File: src/rtl/display_multiplexado.sv
// Multiplexed 8-digit 7-segment scanner for the stopwatch time bus.
// Captures a tear-free snapshot per frame, supports lap-hold and leading-zero blanking.
module display_multiplexado #(
    parameter int SCAN_DIV      = 2,
    parameter bit BLANK_LEADING = 1'b1,
    parameter bit COMMON_ANODE  = 1'b0
) (
    input  logic       NEclk,
    input  logic       Reset,
    input  logic       Enable,
    input  logic       Freeze,
    input  logic [3:0] bcd_h,
    input  logic [3:0] bcd_min_1,
    input  logic [3:0] bcd_min_0,
    input  logic [3:0] bcd_s_1,
    input  logic [3:0] bcd_s_0,
    input  logic [3:0] bcd_ms_2,
    input  logic [3:0] bcd_ms_1,
    input  logic [3:0] bcd_ms_0,
    output logic [6:0] seg,
    output logic       dp,
    output logic [7:0] an,
    output logic       frame_start
);

    localparam int            PW         = (SCAN_DIV > 1) ? $clog2(SCAN_DIV) : 1;
    localparam logic [PW-1:0] PRESC_LAST = PW'(SCAN_DIV - 1);
    localparam logic [6:0]    SEG_IDLE   = {7{COMMON_ANODE}};
    localparam logic [7:0]    AN_IDLE    = {8{COMMON_ANODE}};

    function automatic logic [6:0] decode7(input logic [3:0] v);
        case (v)
            4'd0:    decode7 = 7'h3F;
            4'd1:    decode7 = 7'h06;
            4'd2:    decode7 = 7'h5B;
            4'd3:    decode7 = 7'h4F;
            4'd4:    decode7 = 7'h66;
            4'd5:    decode7 = 7'h6D;
            4'd6:    decode7 = 7'h7D;
            4'd7:    decode7 = 7'h07;
            4'd8:    decode7 = 7'h7F;
            4'd9:    decode7 = 7'h6F;
            default: decode7 = 7'h40;
        endcase
    endfunction

    function automatic logic is_dp_digit(input logic [2:0] i);
        is_dp_digit = (i == 3'd7) || (i == 3'd5) || (i == 3'd3);
    endfunction

    logic [PW-1:0] presc_p0;
    logic [2:0]    idx_p0;
    logic [31:0]   snap_p0;
    logic          armed_p0;

    logic          tick;
    logic          boundary;
    logic [PW-1:0] presc_nx;
    logic [2:0]    idx_nx;
    logic [31:0]   snap_nx;
    logic [3:0]    digit;
    logic          blank;
    logic          vld_p0;
    logic [6:0]    seg_nx;
    logic          dp_nx;
    logic [7:0]    an_nx;

    // Next-state and display decode, all taken from the post-edge index and snapshot
    always_comb begin
        tick     = Enable && (presc_p0 == PRESC_LAST);
        boundary = tick && (idx_p0 == 3'd7);
        presc_nx = tick ? '0 : presc_p0 + PW'(1);
        idx_nx   = tick ? idx_p0 + 3'd1 : idx_p0;
        snap_nx  = (boundary && !Freeze)
                 ? {bcd_h, bcd_min_1, bcd_min_0, bcd_s_1, bcd_s_0, bcd_ms_2, bcd_ms_1, bcd_ms_0}
                 : snap_p0;
        digit    = snap_nx[{idx_nx, 2'b00} +: 4];
        blank    = BLANK_LEADING &&
                   (((idx_nx == 3'd7) && (snap_nx[31:28] == 4'd0)) ||
                    ((idx_nx == 3'd6) && (snap_nx[31:28] == 4'd0) && (snap_nx[27:24] == 4'd0)));
        seg_nx   = blank ? 7'h00 : decode7(digit);
        dp_nx    = !blank && is_dp_digit(idx_nx);
        an_nx    = 8'h01 << idx_nx;
        // Display stays dark after reset until the first frame boundary
        vld_p0   = Enable && (armed_p0 || boundary);
    end

    // Stage p0: scan state, snapshot and registered pin drivers
    always_ff @(negedge NEclk) begin
        if (Reset) begin
            presc_p0    <= '0;
            idx_p0      <= 3'd7;
            snap_p0     <= '0;
            armed_p0    <= 1'b0;
            frame_start <= 1'b0;
            seg         <= SEG_IDLE;
            dp          <= COMMON_ANODE;
            an          <= AN_IDLE;
        end else begin
            if (Enable) begin
                presc_p0 <= presc_nx;
                idx_p0   <= idx_nx;
                snap_p0  <= snap_nx;
                if (boundary)
                    armed_p0 <= 1'b1;
            end
            frame_start <= boundary;
            if (vld_p0) begin
                seg <= seg_nx ^ SEG_IDLE;
                dp  <= dp_nx ^ COMMON_ANODE;
                an  <= an_nx ^ AN_IDLE;
            end else begin
                seg <= SEG_IDLE;
                dp  <= COMMON_ANODE;
                an  <= AN_IDLE;
            end
        end
    end

endmodule
File: config.mk
export PLATFORM = sky130hd
export DESIGN_NAME = display_multiplexado
export DESIGN_NICKNAME = d
export VERILOG_FILES = /design/src/rtl/display_multiplexado.sv
export SDC_FILE = /design/constraint.sdc
export NUM_CORES = 1
export LEC_CHECK = 0
export ABC_AREA = 1
export BUFFER_PORTS_ARGS = -buffer_cell sky130_fd_sc_hd__buf_4
export CAP_MARGIN = 20
export CORE_MARGIN = 4
export CORE_UTILIZATION = 45
export CTS_CLUSTER_DIAMETER = 60
export DETAILED_ROUTE_END_ITERATION = 8
export PLACE_DENSITY = 0.7
export SYNTH_ARGS = -nofsm -noshare
export SYNTH_HDL_FRONTEND = slang
export SYNTH_SLANG_ARGS = --single-unit
File: constraint.sdc
create_clock -name NEclk -period 2.6 [get_ports NEclk]
set_clock_uncertainty 0.2 [all_clocks]
set_input_delay 0.39 -clock NEclk [delete_from_list [all_inputs] [get_ports NEclk]]
set_output_delay 0.39 -clock NEclk [all_outputs]
set_load 0.01 [all_outputs]
==> impl_metrics.py <==
metrics = {
    "synthesis": {
        "synth.avg_cell_area_um2": 6.75,
        "yosysSeqAreaShare_pct": 42.8,
        "synth_cells": 374,
        "ys_ff_latch": 54,
        "ys_types": 25,
        "syn_area_um2": 2530,
        "synth_fp_nets": 418,
        "yosys_warnings": 0,
    },
    "placement": {
        "place.gp.congestion": 0.820,
        "placed_area_um2": 3480,
        "place.detailed.hpwl_um": 4810,
        "portBuffers": 52,
    },
    "timing": {
        "setup_viol": 43,
        "relSlewSlack_pct": 73.4,
        "rsz0062_at_grt": "yes",
        "slew_viol_final": 0,
        "worstMarginPinSlew_ps": 399,
        "fin_ws_ps": -760,
        "hold_violations": 0,
    },
    "power_and_ir_drop": {
        "finalPower_mw": 2.33,
        "vdd_drop_max_mv": 0.360,
        "powerDensity_nw_per_um2": 531,
        "leakagePower_nw": 2.31,
    },
    "floorplan": {
        "rows": 27,
        "die_y_um": 82.9,
        "start_util_pct": 46.2,
        "die-area_um2": 6880,
        "core_region_area_um2": 5470,
        "ios": 53,
        "fp.dieW_um": 82.9,
    },
    "grt": {
        "grt_start_max_net_pins": 34,
        "grt_overflow": 0,
        "grt_pass1_vias": 3038,
        "grt_pass1_wl_um": 12800,
        "globalRouteTotalUtil_pct": 21.8,
        "antenna_found_initial": 0,
    },
    "setup_path": {
        "crit_fanout": 17,
        "rr_worst_depth": 16,
        "crit_type": "primary input to flop",
        "cp.arrival_ps": 2140,
        "setup.worst_path.end": "seg[6]",
        "r2r-end": "seg[6]",
        "worst_setup_path_start_kind": "primary input",
        "critPathCaptureType": "flop",
        "r2r_start": "idx_p0[1]",
        "startpoint": "Freeze",
        "ff2ff_setup_slack_ps": -80,
        "worstPathRequired_ps": 1380,
    },
    "layout": {
        "drive_gt1_share_pct": 43.7,
        "diodes": 0,
        "fillers": 345,
        "fin_area_um2": 4390,
        "finalNetCount": 588,
        "area_growth_pct": 73.9,
    },
    "status": {
        "status": "complete, but fails checks",
        "violations": "negative setup slack",
    },
    "hold_path": {
        "min_path_type": "flop to flop",
    },
    "cts": {
        "cts_sinks": 54,
        "clockRootBuffer": "clkbuf_8",
        "ctsHoldBuffers": 0,
        "cts_tree": "done",
        "path_clk_slew_ps": 40,
        "cts_buffers": 5,
        "htree_levels": 2,
        "clock_latency_ps": 410,
        "clockBufferDepth": 2,
    },
    "route": {
        "firstDrtPassIters": 4,
        "vias": 2968,
        "drt_iter0_markers": 184,
        "drc": 0,
        "viasPerCell": 4.81,
        "routed_wl_um": 8140,
        "final_antenna_net_count": 0,
        "wl_per_cell_um": 13.2,
    },
    "job": {
        "maxCapViolCount": 0,
    },
}
[per-layer routing]
metal | vias to the layer above | GRT usage [%] | routed length (um)
met5 | - | 0 | 0
li1 | 1465 | - | -
met3 | 15 | 7.34 | 505
met2 | 111 | 36.7 | 4200
met1 | 1377 | 25.3 | 3290
met4 | 0 | 9.06 | 141
[area by class of cell]
| type | instances | area, um^2 | share of cell area [%] |
|---|---|---|---|
| tap | 72 | 90.1 | 2.05 |
| clock inverter | 57 | 234 | 5.32 |
| clock buffer | 5 | 68.8 | 1.57 |
| timing repair buffer | 120 | 1110 | 25.2 |
| inverter | 60 | 244 | 5.55 |
| sequential | 54 | 1100 | 25.0 |
| multi-input combinational | 249 | 1550 | 35.3 |
[cells in the mapped netlist]
master      n  area [um^2]
nand2_1   113          424
dfxtp_1    54         1080
inv_1      54          203
nor2_1     53          199
o21ai_0    20          100
a21oi_1    19         95.1
nand3_1    16         80.1
ha_1        8          100
buf_2       5         25.0
inv_2       5         18.8
o21ai_1     5         25.0
clkbuf_1    4         15.0
nand2_2     4         25.0
nor2_4      3         33.8
buf_6       1         11.3
clkinv_1    1         3.75
inv_4       1         6.26
nand2_4     1         11.3
nand3_2     1         10.0
nand4_2     1         12.5
nor2_2      1         6.26
nor2_8      1         20.0
nor3_1      1         5.00
o21ai_2     1         8.76
or2_2       1         6.26
[placed cells by master (no fill, tap or decap)]
master	instances
nor2_2	12
clkbuf_16	1
nor2_8	1
buf_8	1
a21oi_1	18
buf_6	35
o21ai_2	13
nand2_1	91
ha_1	4
nor2_1	41
inv_6	1
o21ai_4	6
clkinv_4	1
a21oi_2	1
inv_4	4
o21ai_1	5
nor3_2	1
clkinvlp_4	1
clkbuf_8	5
nand2_4	14
buf_12	4
inv_8	2
o21ai_0	2
dfxtp_1	39
nand2_2	11
or2_2	1
inv_2	12
inv_1	96
nor2_4	4
ha_4	4
nand3_1	11
nand4_4	1
dfxtp_2	15
nand3_2	6
buf_4	79
nand2_8	2
[through the flow]
step	hold WS, ps	setup WS, ps	std cells	utilization [%]	setup TNS [ps]
3_3_place_gp	236	-1140	542	63.7	-22870
4_1_cts	263	-642	611	75.9	-7110
6_report	277	-760	617	80.3	-9150
5_1_grt	298	-871	617	80.3	-11560
2_1_floorplan	222	-909	374	-	-8040
3_5_place_dp	252	-1170	542	63.7	-23840
[worst min-delay path by stage]
stage	from	to	cells past startpoint
2_1_floorplan	armed_p0	armed_p0	2
3_3_place_gp	armed_p0	armed_p0	2
3_5_place_dp	armed_p0	armed_p0	2
4_1_cts	armed_p0	armed_p0	2
5_1_grt	snap_p0[8]	snap_p0[8]	2
6_report	snap_p0[8]	snap_p0[8]	2
[logic make-up after synthesis]
| family | share of synthesized area [%] |
|---|---|
| AOI/OAI and AO/OA | 9.06 |
| and+or+nand+nor | 33.0 |
| buffers and inverters | 11.2 |
| DFF | 42.8 |
| adders and majority gates | 3.96 |
[critical path: stages]
cell and delay, ps:
buf_6 90, clkinvlp_4 70, nand4_4 140, buf_8 210, o21ai_1 170, nand2_1 100
nand3_1 110, nor2_1 60, nor2_2 150, buf_4 180, ha_4 140, inv_2 30
nand3_2 80, nand2_1 50, nor2_1 100, nor2_1 50
[where the power goes]
part | internal, mW | switching [mW] | leakage (nW)
clock network | 0.316 | 0.572 | 0.340
logic | 0.263 | 0.315 | 1.52
registers | 0.856 | 0.0109 | 0.445
[registers in the layout, indices dropped and copies added (netlist names)]
name,flops
an,8
armed_p0,1
snap_p0,32
seg,7
idx_p0,3
presc_p0,1
frame_start,1
dp,1
[repair_timing]
| action | CTS | global route |
|---|---|---|
| setup endpoints to repair | 41 | 45 |
| buffers inserted | 9 | 6 |
| endpoints found under the hold margin | 0 | 0 |
| pin swaps | 26 | 10 |
| cloned | 0 | 1 |
| gates resized for setup | 84 | 56 |
Note: power is estimated with default switching activity, not from simulation.
